--- src/rtl/get_deser_pkg.sv ---
// Shared types and constants for the get_deser serial-frame reader.
package get_deser_pkg;

    // Default payload width of a frame.
    localparam int DEF_DATA_W = 8;

    // Width of the payload bit counter at the default payload width.
    localparam int CNT_W = $clog2(DEF_DATA_W) + 1;

    // Resumption tag encoding for the reactive step machine.
    typedef enum logic [1:0] {
        TAG_IDLE = 2'd0,
        TAG_DATA = 2'd1,
        TAG_STOP = 2'd2,
        TAG_WAIT = 2'd3
    } tag_e;

    // Counter width needed to count DATA_W payload bits for any width.
    function automatic int cnt_width(input int data_w);
        return $clog2(data_w) + 1;
    endfunction

endpackage

--- src/rtl/get_deser_if.sv ---
// Serial-in / parallel-out bundle between a line driver and get_deser.
interface get_deser_if import get_deser_pkg::*; #(
    parameter int DATA_W = DEF_DATA_W
);
    logic              __in0;
    logic [DATA_W-1:0] __out0;
    logic              __out1;
    logic              __out2;

    // The line driver owns the serial bit and observes the decoded word.
    modport master (output __in0, input __out0, input __out1, input __out2);
    // The reader consumes the serial bit and produces the decoded word.
    modport slave  (input __in0, output __out0, output __out1, output __out2);
endinterface

--- src/rtl/get_deser_shift.sv ---
// Right-shifting payload register: new line bits enter at the MSB so that,
// after DATA_W shifts, bit 0 holds the first (least significant) payload bit.
module get_deser_shift #(
    parameter int DATA_W = 8
) (
    input  logic              clk,
    input  logic              rst_n,
    input  logic              en,
    input  logic              din,
    output logic [DATA_W-1:0] q
);

    logic [DATA_W-1:0] shift_r;

    generate
        if (DATA_W == 1) begin : g_one
            // Single-bit payload: the register simply captures the line bit.
            always_ff @(posedge clk or negedge rst_n) begin
                if (!rst_n) begin
                    shift_r <= 1'b0;
                end else if (en) begin
                    shift_r <= din;
                end else begin
                    shift_r <= shift_r;
                end
            end
        end else begin : g_multi
            // Shift the line bit in at the MSB end, dropping the LSB.
            always_ff @(posedge clk or negedge rst_n) begin
                if (!rst_n) begin
                    shift_r <= {DATA_W{1'b0}};
                end else if (en) begin
                    shift_r <= {din, shift_r[DATA_W-1:1]};
                end else begin
                    shift_r <= shift_r;
                end
            end
        end
    endgenerate

    assign q = shift_r;

endmodule

--- src/rtl/get_deser.sv ---
// Reactive serial-frame reader: start bit 1, DATA_W payload bits LSB first,
// stop bit 0. A good frame produces a one-cycle valid pulse with the word;
// a bad stop bit produces a one-cycle error pulse and the reader waits for
// the line to return to 0 before hunting for the next start bit.
module get_deser import get_deser_pkg::*; #(
    parameter int DATA_W = DEF_DATA_W
) (
    input  logic        clk,
    input  logic        rst,
    get_deser_if.slave  bus
);

    localparam int CW = cnt_width(DATA_W);

    localparam logic [1:0] IDLE = 2'(TAG_IDLE);
    localparam logic [1:0] DATA = 2'(TAG_DATA);
    localparam logic [1:0] STOP = 2'(TAG_STOP);
    localparam logic [1:0] WAIT = 2'(TAG_WAIT);

    localparam logic [CW-1:0] CNT_LAST = CW'(DATA_W - 1);

    logic [1:0]        tag_r;
    logic [1:0]        tag_nx_s;
    logic [CW-1:0]     cnt_r;
    logic [CW-1:0]     cnt_nx_s;
    logic              shift_en_s;
    logic [DATA_W-1:0] shift_q_s;
    logic [DATA_W-1:0] out0_r;
    logic [DATA_W-1:0] out0_nx_s;
    logic              out1_r;
    logic              out1_nx_s;
    logic              out2_r;
    logic              out2_nx_s;

    get_deser_shift #(.DATA_W(DATA_W)) u_shift (
        .clk   (clk),
        .rst_n (rst),
        .en    (shift_en_s),
        .din   (bus.__in0),
        .q     (shift_q_s)
    );

    // One reactive step: next tag, counter, shift enable and output values.
    always_comb begin
        tag_nx_s   = tag_r;
        cnt_nx_s   = cnt_r;
        shift_en_s = 1'b0;
        out0_nx_s  = out0_r;
        out1_nx_s  = 1'b0;
        out2_nx_s  = 1'b0;
        case (tag_r)
            IDLE: begin
                if (bus.__in0) begin
                    tag_nx_s = DATA;
                    cnt_nx_s = {CW{1'b0}};
                end else begin
                    tag_nx_s = IDLE;
                end
            end
            DATA: begin
                shift_en_s = 1'b1;
                cnt_nx_s   = cnt_r + CW'(1);
                if (cnt_r == CNT_LAST) begin
                    tag_nx_s = STOP;
                end else begin
                    tag_nx_s = DATA;
                end
            end
            STOP: begin
                if (!bus.__in0) begin
                    out0_nx_s = shift_q_s;
                    out1_nx_s = 1'b1;
                    tag_nx_s  = IDLE;
                end else begin
                    out2_nx_s = 1'b1;
                    tag_nx_s  = WAIT;
                end
            end
            WAIT: begin
                // A 1 here is the tail of a broken frame, never a start bit.
                if (!bus.__in0) begin
                    tag_nx_s = IDLE;
                end else begin
                    tag_nx_s = WAIT;
                end
            end
            default: begin
                tag_nx_s = IDLE;
                cnt_nx_s = {CW{1'b0}};
            end
        endcase
    end

    // State and output registers; reset discards any partial frame.
    always_ff @(posedge clk or negedge rst) begin
        if (!rst) begin
            tag_r  <= IDLE;
            cnt_r  <= {CW{1'b0}};
            out0_r <= {DATA_W{1'b0}};
            out1_r <= 1'b0;
            out2_r <= 1'b0;
        end else begin
            tag_r  <= tag_nx_s;
            cnt_r  <= cnt_nx_s;
            out0_r <= out0_nx_s;
            out1_r <= out1_nx_s;
            out2_r <= out2_nx_s;
        end
    end

    assign bus.__out0 = out0_r;
    assign bus.__out1 = out1_r;
    assign bus.__out2 = out2_r;

endmodule

--- src/flat_wrapper.sv ---
// flat-port wrapper written by rule: the top's interface ports become plain ports
module get_deser_flat import get_deser_pkg::*;
#(
    parameter int DATA_W = DEF_DATA_W
)
  (clk, rst, bus___in0, bus___out0, bus___out1, bus___out2);
  get_deser_if #(.DATA_W(DATA_W)) bus_i ();
  input  logic clk;
  input  logic rst;
  input wire logic [$bits(bus_i.__in0)-1:0] bus___in0;
  output wire logic [$bits(bus_i.__out0)-1:0] bus___out0;
  output wire logic [$bits(bus_i.__out1)-1:0] bus___out1;
  output wire logic [$bits(bus_i.__out2)-1:0] bus___out2;
  assign bus_i.__in0 = bus___in0;
  assign bus___out0 = bus_i.__out0;
  assign bus___out1 = bus_i.__out1;
  assign bus___out2 = bus_i.__out2;
  get_deser #(.DATA_W(DATA_W)) u_core (.clk(clk), .rst(rst), .bus(bus_i));
endmodule
--- config.mk ---
export PLATFORM = sky130hd
export DESIGN_NAME = get_deser_flat
export DESIGN_NICKNAME = d
export VERILOG_FILES = /design/src/rtl/get_deser_pkg.sv /design/src/rtl/get_deser_if.sv /design/src/rtl/get_deser_shift.sv /design/src/rtl/get_deser.sv /design/src/flat_wrapper.sv
export SDC_FILE = /design/constraint.sdc
export NUM_CORES = 1
export LEC_CHECK = 0
export ABC_AREA = 1
export CORE_MARGIN = 2
export CORE_UTILIZATION = 50
export DETAILED_ROUTE_END_ITERATION = 10
export GPL_TIMING_DRIVEN = 0
export PLACE_DENSITY = 0.72
export SLEW_MARGIN = 20
export SYNTH_ARGS = -nofsm -noshare
export SYNTH_HDL_FRONTEND = slang
export SYNTH_HIERARCHICAL = 1
export SYNTH_SLANG_ARGS = --single-unit
--- constraint.sdc ---
create_clock -name clk -period 1.1 [get_ports clk]
set_input_delay 0.22 -clock clk [delete_from_list [all_inputs] [get_ports clk]]
set_output_delay 0.22 -clock clk [all_outputs]
set_load 0.02 [all_outputs]
==> results of run 1 <==
path summary, 6_finish.rpt:
kind | from | end | slack [ns] | depth (start not counted)
hold reg to reg | u_core/u_shift/q[0]$_DFFE_PN0P_ | u_core/bus.__out0[0]$_DFFE_PN0P_ | 0.49 | 2
setup reg to reg | u_core/tag_r[1]$_DFF_PN0_ | u_core/u_shift/q[6]$_DFFE_PN0P_ | 0.03 | 5
min in group clk | u_core/u_shift/q[0]$_DFFE_PN0P_ | u_core/bus.__out0[0]$_DFFE_PN0P_ | 0.49 | 2
setup / recovery | u_core/bus.__out0[7]$_DFFE_PN0P_ | bus___out0[7] | 0.02 | 1
hold / removal | rst | u_core/bus.__out0[7]$_DFFE_PN0P_ | 0.40 | 2
max in group asynchronous | rst | u_core/tag_r[1]$_DFF_PN0_ | 0.33 | 2
final cells by class:
type                       instances  area (um2)
buffer                             1       11.26
clock buffer                       4       36.28
fill                             143       518.0
inverter                           7       33.78
multi-input combinational         78       344.1
sequential                        24       601.8
tap                               25       31.28
timing repair buffer              20       200.2
timing repair inverter             1       6.256
what timing repair did:
action                     CTS  global route
cloned                       0             2
setup endpoints to repair   42            20
pin swaps                    1             1
hold endpoints to repair     0            24
hold buffers                 0             1
resized for setup           47            18
setup buffers                4             3
synthesized netlist by cell type:
master and n:
nand2_1 59, dfrtp_1 24, nor2_1 6, inv_1 4
nand3_1 3, inv_2 2, nor2_2 2, a21oi_1 1
a21oi_2 1, buf_6 1, clkinv_4 1, ha_1 1
nand2_4 1, nor2_4 1, o21ai_0 1, o21ai_1 1
routing by layer:
layer  vias to the layer above  GRT usage [%]  share of wire, %
met4                         0          8.108               1.5
met1                       347          24.94                51
met2                        17          27.73                44
met3                         4          2.222               3.5
met5                         -              0                 0
li1                        382              -                 -
power groups by stage:
stage / sequential (mW) / combinational, mW / clock, mW
floorplan: 1.59 / 0.754 / 0
global placement: 1.49 / 1.21 / 0
detailed placement: 1.52 / 1.25 / 0
CTS: 1.50 / 1.28 / 0.472
global route: 1.58 / 1.72 / 0.508
finish: 1.52 / 1.55 / 0.459
flip-flops by register name, indices dropped and copies added, names as in the netlist:
| name | cells |
|---|---|
| u_core/bus.__out1 | 1 |
| u_core/u_shift/q | 8 |
| u_core/cnt_r | 4 |
| u_core/tag_r | 2 |
| u_core/bus.__out0 | 8 |
| u_core/bus.__out2 | 1 |
cell families after synthesis:
family,count (synthesis),share of synthesized area [%]
fa+ha+maj,1,1.285
compound gates,4,2.441
simple gates,72,30.20
flops,24,61.70
buf+inv,8,4.370
through the flow:
stage          setup TNS [ns]  util, %  setup slack [ns]
2_1_floorplan               0        -           0.07280
3_3_place_gp           -12.50    63.09           -0.4042
3_5_place_dp           -14.34    63.09           -0.4603
4_1_cts                     0    64.98          0.002099
5_1_grt               -0.3387    70.95          -0.02849
6_report                    0    70.95           0.01948
==> results.json, run 1 <==
{
  "yosys_warnings": 6,
  "cp_slowest_cell": "dfrtp_1",
  "powerDensity_nw_per_um2": 2790,
  "clockBufferDepth": 2,
  "crit_chain": "buf_6",
  "root_buffer": "clkbuf_4",
  "p_comb_share_pct": 43.8,
  "cts_tree": "done",
  "crit_family": "flip-flops",
  "p_leak_nw": 0.7157,
  "fin_skew_ns": 0.003726,
  "setup_violations": 0,
  "avgSynthCellArea_um2": 8.931,
  "synth.largest_area_cell": "dfrtp_1",
  "vias_per_cell": 4.688,
  "drt_iter0_markers": 7,
  "first_pass_iters": 4,
  "power_frac_seq_pct": 43.2,
  "synth_area_leaders": "dfrtp_1, nand2_1, nor2_1",
  "worst_path_largest_cell_delay_ns": 0.41,
  "synth_top_area_share_pct": 61.70,
  "layout_common_cells": "nand2_1, dfrtp_1, buf_6",
  "worstHoldPathType": "primary input to asynchronous set/reset pin",
  "ir_drop_mv": 1.422,
  "finalInstanceArea_um2": 1265,
  "placed_cell_area_um2": 1125,
  "first_global_vias": 649,
  "startpoint_type": "flop",
  "syn_nets": 113,
  "cts.sinks": 24,
  "yosysUniqueCellTypes": 16,
  "layout_commonest_cell": "nand2_1",
  "die_y_um": 48.13,
  "diodes": 0,
  "worst_pin_slew_ns": 0.5217,
  "clkSlewWorstSetupHoldPaths_ns": 0.13,
  "grt_usage_pct": 17.82,
  "grt_antenna_before_repair": 0,
  "place_inst": 146,
  "hold_ws_ns": 0.3983,
  "grt_start_max_net_pins": 25,
  "h-tree-depth": 1,
  "ys_seq_area_share_pct": 61.70,
  "period_needed_ns": 1.081,
  "dieArea_um2": 2316,
  "pwr-share-clk_pct": 13.0,
  "required_ns": 0.88,
  "dpl.hpwl_um": 1132,
  "swShare_pct": 38.24,
  "insertion_delay_ns": 0.31,
  "io_pins": 13,
  "ant_nets": 0,
  "core_um2": 1783,
  "cp.buffers_inverters": 1,
  "power.total_mw": 3.529,
  "final_cell_count_no_fill": 160,
  "crit_arrival_ns": 0.86,
  "die_w_um": 48.13,
  "final_net_count": 140,
  "status": "finished clean",
  "crit_type": "flop to output pin",
  "drc": 0,
  "start_util_pct": 54.60,
  "io_buffer_count": 12,
  "synth_cells": 109,
  "min_period_over_period_pct": 98.23,
  "vias": 750,
  "drive_gt1_share_pct": 25.93,
  "rows": 15,
  "cts_made_buffers": 3,
  "grt_pass1_wl_um": 2842,
  "crit_path_end_kind": "output pin",
  "cp_max_fo": 2,
  "internal-power_mw": 2.180,
  "max_cap_violations": 0,
  "gp_congestion": 0.7608,
  "syn-cell-area_um2": 973.4,
  "ys_seq_elements": 24,
  "avgRoutedWirePerCell_um": 11.26,
  "wirelength_um": 1802,
  "hold_viol": 0,
  "slew-limit-headroom_pct": 65.22,
  "timing.fmax_mhz": 925.5,
  "slew_viol_final": 0,
  "netSwitchingPower_mw": 1.349,
  "area_growth_pct": 29.95,
  "rsz0062_at_grt": "true",
  "gr-total-overflow": 0
}
Power figures use the tool's default switching activity.
==> inputs of run 2 (changes only) <==
SKIP_LAST_GASP = 1   (was not set)
==> results.json, run 2 (synthesized netlist as in run 1, its figures left out) <==
{
  "cts_made_buffers": 3,
  "timing.fmax_mhz": 922.3,
  "drt_iter0_markers": 7,
  "cp.buffers_inverters": 1,
  "seqCellArea_um2": 601.8,
  "place_inst": 146,
  "final_util_pct": 69.05,
  "die_y_um": 48.13,
  "final_net_count": 138,
  "crit_arrival_ns": 0.86,
  "clkSlewWorstSetupHoldPaths_ns": 0.13,
  "worstHoldPathType": "primary input to asynchronous set/reset pin",
  "slew_viol_final": 0,
  "setup_violations": 0,
  "avgRoutedWirePerCell_um": 10.81,
  "fillers": 145,
  "hold_viol": 0,
  "cp_slowest_cell": "dfrtp_1",
  "rsz0062_at_grt": "true",
  "clockBufferDepth": 2,
  "crit_type": "flop to output pin",
  "hold_ws_ns": 0.4005,
  "diodes": 0,
  "ant_nets": 0,
  "wl_met1_um": 855,
  "gp_congestion": 0.7608,
  "status": "finished clean",
  "gr-total-overflow": 0,
  "crit_family": "flip-flops",
  "grt_pass1_wl_um": 2794,
  "layout_common_cells": "nand2_1, dfrtp_1, buf_6",
  "worst_path_largest_cell_delay_ns": 0.40,
  "first_pass_iters": 4,
  "ir_drop_mv": 1.417,
  "powerDensity_nw_per_um2": 2736,
  "final_cell_count_no_fill": 158,
  "layout_commonest_cell": "nand2_1",
  "vias": 739,
  "crit_chain": "buf_2",
  "pre_cts_slack_ns": -0.4603,
  "root_buffer": "clkbuf_4",
  "fin_skew_ns": 0.003641,
  "p_leak_nw": 0.7005,
  "required_ns": 0.88,
  "dpl.hpwl_um": 1132,
  "io_pins": 13,
  "top_layer_used": "met4",
  "min_period_over_period_pct": 98.57,
  "wirelength_um": 1708,
  "crit_path_end_kind": "output pin",
  "h-tree-depth": 1,
  "period_needed_ns": 1.084,
  "grt_antenna_before_repair": 0,
  "grt_usage_pct": 17.51,
  "io_buffer_count": 12,
  "vias_per_cell": 4.677,
  "worst_pin_slew_ns": 0.5076,
  "dieArea_um2": 2316,
  "grt_start_max_net_pins": 25,
  "setup_slack_ns": 0.01572,
  "die_w_um": 48.13,
  "wl_met2_um": 765,
  "start_util_pct": 54.60,
  "first_global_vias": 638,
  "cts_tree": "done",
  "startpoint_type": "flop",
  "multi_input_area_um2": 344.1,
  "slew-limit-headroom_pct": 66.16,
  "cp_max_fo": 2,
  "insertion_delay_ns": 0.31,
  "area_growth_pct": 26.48,
  "rows": 15,
  "drive_gt1_share_pct": 24.81,
  "max_cap_violations": 0,
  "cts.sinks": 24,
  "core_um2": 1783,
  "drc": 0,
  "routed-wl-met3_um": 59
}
run 2: path summary, 6_finish.rpt:
kind                       depth (start not counted)                        startpoint                          endpoint  slack (ns)
hold reg to reg                                    2   u_core/u_shift/q[0]$_DFFE_PN0P_  u_core/bus.__out0[0]$_DFFE_PN0P_        0.50
setup reg to reg                                   6         u_core/tag_r[0]$_DFF_PN0_  u_core/bus.__out0[7]$_DFFE_PN0P_        0.04
max in group asynchronous                          2                               rst         u_core/tag_r[1]$_DFF_PN0_        0.34
hold / removal                                     2                               rst  u_core/bus.__out0[7]$_DFFE_PN0P_        0.40
min in group clk                                   2   u_core/u_shift/q[0]$_DFFE_PN0P_  u_core/bus.__out0[0]$_DFFE_PN0P_        0.50
setup / recovery                                   1  u_core/bus.__out0[0]$_DFFE_PN0P_                     bus___out0[0]        0.02
run 2: what timing repair did:
action	4_1_cts	5_1_grt
gates resized for setup	45	18
pin swaps	1	1
gates cloned	0	2
hold buffers	0	1
endpoints found under the hold margin	0	24
setup endpoints to repair	42	19
buffers inserted	4	1
run 2: per-layer routing:
metal	global-route usage, %	vias to the layer above
li1	-	377
met2	27.73	12
met4	8.108	0
met3	2.222	4
met5	0	-
met1	23.99	346
run 2: area by class of cell:
class	instances	area share, %
Inverter	7	2.744
Tap cell	25	2.541
Timing Repair Buffer	18	13.52
Timing Repair inverter	1	0.5081
Clock buffer	4	2.947
Sequential cell	24	48.88
Multi-Input combinational cell	78	27.95
Buffer	1	0.9146
run 2: stage by stage:
step | instance area (um2) | power [mW] | setup TNS (ns)
3_5_place_dp | 1125 | 2.770 | -14.34
3_3_place_gp | 1125 | 2.700 | -12.50
6_report | 1231 | 3.368 | 0
2_1_floorplan | 973.4 | 2.341 | 0
4_1_cts | 1160 | 3.250 | -0.09612
5_1_grt | 1231 | 3.659 | -0.3881
run 2: power by group:
| part | switching, mW | leakage (nW) | internal (mW) |
|---|---|---|---|
| Combinational | 0.761 | 0.373 | 0.632 |
| Sequential | 0.295 | 0.306 | 1.23 |
| Clock | 0.250 | 0.0210 | 0.202 |
